### config.mk
export PLATFORM = sky130hd
export DESIGN_NAME = fetch_sequencer
export DESIGN_NICKNAME = d
export VERILOG_FILES = /design/src/rtl/fetch_sequencer.sv
export SDC_FILE = /design/constraint.sdc
export NUM_CORES = 1
export LEC_CHECK = 0
export ABC_AREA = 1
export CAP_MARGIN = 20
export CORE_MARGIN = 8
export CORE_UTILIZATION = 35
export DETAILED_ROUTE_END_ITERATION = 16
export SLEW_MARGIN = 20
export SYNTH_ARGS = -nofsm -noshare
export SYNTH_HDL_FRONTEND = slang
export SYNTH_SLANG_ARGS = --single-unit
### constraint.sdc
create_clock -name clk -period 1.9 [get_ports clk]
set_input_delay 0.38 -clock clk [delete_from_list [all_inputs] [get_ports clk]]
set_output_delay 0.38 -clock clk [all_outputs]
set_load 0.02 [all_outputs]
### src/rtl/fetch_sequencer.sv
// fetch_sequencer: PC sequencer that latches comb-read instruction memory words into a
// valid/ready instruction register, applies taken branches, halts on HALT_WORD, counts retirements.
module fetch_sequencer #(
  parameter int              PC_W      = 4,
  parameter int              INS_W     = 9,
  parameter logic [PC_W-1:0] START_PC  = '0,
  parameter logic [INS_W-1:0] HALT_WORD = '1,
  parameter int              CNT_W     = 8
) (
  input  logic             clk,
  input  logic             rst_n,
  input  logic             start_i,
  input  logic             stop_i,
  output logic [PC_W-1:0]  pc_o,
  input  logic [INS_W-1:0] ins_i,
  output logic [INS_W-1:0] ir_o,
  output logic             ir_valid_o,
  input  logic             ir_ready_i,
  input  logic             br_take_i,
  input  logic [PC_W-1:0]  br_target_i,
  output logic             halted_o,
  output logic [CNT_W-1:0] retired_o,
  output logic [1:0]       state_o
);
  typedef enum logic [1:0] {IDLE = 2'b00, FETCH = 2'b01, ISSUE = 2'b10, HALT = 2'b11} state_t;
  state_t           state_q;
  logic [PC_W-1:0]  pc_q;
  logic [INS_W-1:0] ir_q;
  logic             ir_valid_q;
  logic             halted_q;
  logic [CNT_W-1:0] retired_q;
  always_ff @(posedge clk or negedge rst_n) begin
    if (!rst_n) begin
      state_q    <= IDLE;
      pc_q       <= START_PC;
      ir_q       <= '0;
      ir_valid_q <= 1'b0;
      halted_q   <= 1'b0;
      retired_q  <= '0;
    end else if (stop_i) begin
      // stop wins over everything, including a handshake in the same cycle
      state_q    <= IDLE;
      ir_valid_q <= 1'b0;
      halted_q   <= 1'b0;
    end else begin
      case (state_q)
        IDLE: if (start_i) state_q <= FETCH;
        FETCH:
          if (ins_i == HALT_WORD) begin
            state_q  <= HALT;
            halted_q <= 1'b1;
          end else begin
            ir_q       <= ins_i;
            ir_valid_q <= 1'b1;
            state_q    <= ISSUE;
          end
        ISSUE:
          if (ir_ready_i) begin
            ir_valid_q <= 1'b0;
            if (retired_q != '1) retired_q <= retired_q + 1'b1;
            pc_q    <= br_take_i ? br_target_i : pc_q + 1'b1;
            state_q <= FETCH;
          end
        HALT:
          if (start_i) begin
            pc_q     <= START_PC;
            halted_q <= 1'b0;
            state_q  <= FETCH;
          end
      endcase
    end
  end
  assign pc_o       = pc_q;
  assign ir_o       = ir_q;
  assign ir_valid_o = ir_valid_q;
  assign halted_o   = halted_q;
  assign retired_o  = retired_q;
  assign state_o    = state_q;
endmodule

==> flow_summary.yaml <==
floorplanning:
  die_y_um: 79.5
  start_util_pct: 35.8
  num_rows: 23
  coreArea_um2: 3940
  dieWidth_um: 79.5
  dieArea_um2: 6330
  io_pins: 44
sta:
  drv_slew: 0
  worst_pin_slew_ps: 333
  slew_headroom_pct: 77.8
  clock.fmax_ghz: 0.553
  fin_skew_ps: 5.30
  setup_viol: 0
  holdWs_ps: 460
  hold_viol: 0
  min_period_over_period_pct: 95.2
  fin_crit_ps: 1810
  rsz0062_at_grt: "false"
  fin_setup_tns_ps: 0
clock_network:
  cts_max_path_buffers: 2
  clk_pin_slew_worst_paths_ps: 100
  ctsHoldBuffers: 0
  ctsRootBufferMaster: "clkbuf_8"
  ctsHtreeMaxLevel: 1
  cts-resized-gates: 0
  cts-buffers-inserted: 3
  cts_tree: "yes"
  clk_latency_ps: 270
  clock_sinks: 25
  post_cts_buffers: 0
logic_synthesis:
  syn_area_um2: 1410
  synth_top_area_share_pct: 44.3
  netlist_top_cells_area: "dfrtp_1, nand2_1, inv_1"
  syn_nets: 206
  synth_edf_count: 0
  synth_seq_cells: 25
  yosys.area.top_type: "dfrtp_1"
  ys.warnings.count: 0
  async_flop_share_pct: 100
  ys_seq_area_share_pct: 44.3
  synth_commonest_cells: "nand2_1, dfrtp_1, inv_1"
  synth_most_common_cell: "nand2_1"
  yosysUniqueCellTypes: 22
  synthCells: 181
  avgSynthCellArea_um2: 7.80
  synthFlopType: "dfrtp_1"
grt:
  antenna_found_initial: 0
  grt_use_total_pct: 10.5
  grt_pass1_vias: 1208
  grt_pass1_wl_um: 5440
  grt_max_degree: 26
  overflow: 0
worst_setup_path:
  worstSetupEndpointType: "output pin"
  path_buf_inv: 1
  critPathSlowestCell: "clkdlybuf4s50_1"
  critPathMaxFanout: 7
  cpPeakStageDelay_ps: 660
  path_cells: "clkdlybuf4s50_1"
  crit_required_ps: 1520
  arrival_ps: 1430
  r2r_cells: 7
  crit_type: "reg2out"
  crit_family: "buffers and inverters"
  worst-path-stages: 1
  startpoint_type: "flop"
power_and_ir_drop:
  internal_power_mw: 1.50
  clkPwrFrac_pct: 13.1
  power_mw: 2.55
  ir_drop_uv: 674
  switching_share_pct: 41.3
  pwr-share-comb_pct: 49.8
  power.density_nw_per_um2: 1310
  p_seq_share_pct: 37.1
  p_leak_nw: 0.952
  p_sw_mw: 1.05
cells_and_area:
  regArea_um2: 626
  fill_cells: 396
  area_growth_pct: 37.8
  multi_input_area_um2: 678
  n_antenna_cell: 0
  drive_gt1_share_pct: 7.46
  nets: 254
  utilization_pct: 49.4
place:
  gp_congestion: 0.762
  hpwl_um: 2490
  port_buffers: 43
drt:
  post_drt_wl_per_cell_um: 11.7
  drc: 0
  first_pass_iters: 4
  vias: 1227
  routed_via_density: 4.41
  wirelength_um: 3240
  final_antenna_net_count: 0
  drtIter0Drc: 63
status:
  status: "finished, final reports clean"
run:
  cap_violations: 0
min_path:
  hold_path.class: "in2async"
[flip-flops by register name (all words and copies together) (netlist names)]
name and cells:
ir_o 9, halted_o 1, retired_o 8, pc_o 4, state_o 2, ir_valid_o 1
[per-stage QoR]
stage	cells	worst slack, ps	area, um^2
2_1_floorplan	181	485	1410
3_3_place_gp	274	166	1900
3_5_place_dp	274	156	1900
4_1_cts	278	89.9	1950
5_1_grt	278	57.0	1950
6_report	278	90.3	1950
[power groups by stage]
stage | clock network, mW | registers [mW] | logic, mW
after floorplan | 0 | 1.19 | 0.449
after detailed placement | 0 | 0.955 | 1.29
after global routing | 0.373 | 0.976 | 1.39
after global placement | 0 | 0.955 | 1.28
after CTS | 0.346 | 0.946 | 1.29
final | 0.333 | 0.946 | 1.27
[cell type report]
type                            instances  share of cell area [%]
Timing Repair Buffer                   44                    22.5
Clock buffer                            3                    2.12
Clock inverter                          1                   0.386
Sequential cell                        25                    32.1
Tap cell                               50                    3.21
Inverter                               25                    4.82
Multi-Input combinational cell        130                    34.8
[routing by layer]
layer | track usage (%) | vias to the layer above | part of all wire (%)
met4 | 3.15 | 0 | 0.59
li1 | - | 652 | -
met1 | 13.8 | 551 | 51
met3 | 2.36 | 2 | 4.0
met5 | 0 | - | 0
met2 | 16.5 | 22 | 44
[path summary, 6_finish.rpt]
| kind | startpoint | to | slack (ps) |
|---|---|---|---|
| worst min register to register | halted_o | halted_o | 480 |
| min in group clk | halted_o | halted_o | 480 |
| worst max register to register | state_o[0] | ir_o[2] | 420 |
| worst min-delay path | rst_n | ir_o[3] | 460 |
| worst max-delay path | state_o[0] | state_o[0] | 90 |
| max in group asynchronous | rst_n | pc_o[0] | 1180 |
[cells by family (layout without fill, tap and decap cells)]
| family | after synthesis | after routing | share of synthesized area, % |
|---|---|---|---|
| buffers and inverters | 26 | 73 | 7.71 |
| muxes | 1 | 1 | 0.709 |
| DFF | 25 | 25 | 44.3 |
| and+or+nand+nor | 101 | 101 | 31.6 |
| adders and majority gates | 6 | 6 | 5.31 |
| AOI/OAI and AO/OA | 16 | 16 | 6.11 |
| xor gates and xnor gates | 6 | 6 | 4.25 |
[placed cells by master, fill, tap and decap left out, drive strengths merged]
cell           count
nand2             76
clkdlybuf4s50     43
dfrtp             25
inv               25
o21ai             13
nand3             12
nor2               8
ha                 6
nand4              4
xnor2              3
clkbuf             3
xor2               3
a21oi              2
or2                1
o21a               1
mux2i              1
clkinvlp           1
buf                1
Note: power is estimated with default switching activity, not from simulation.
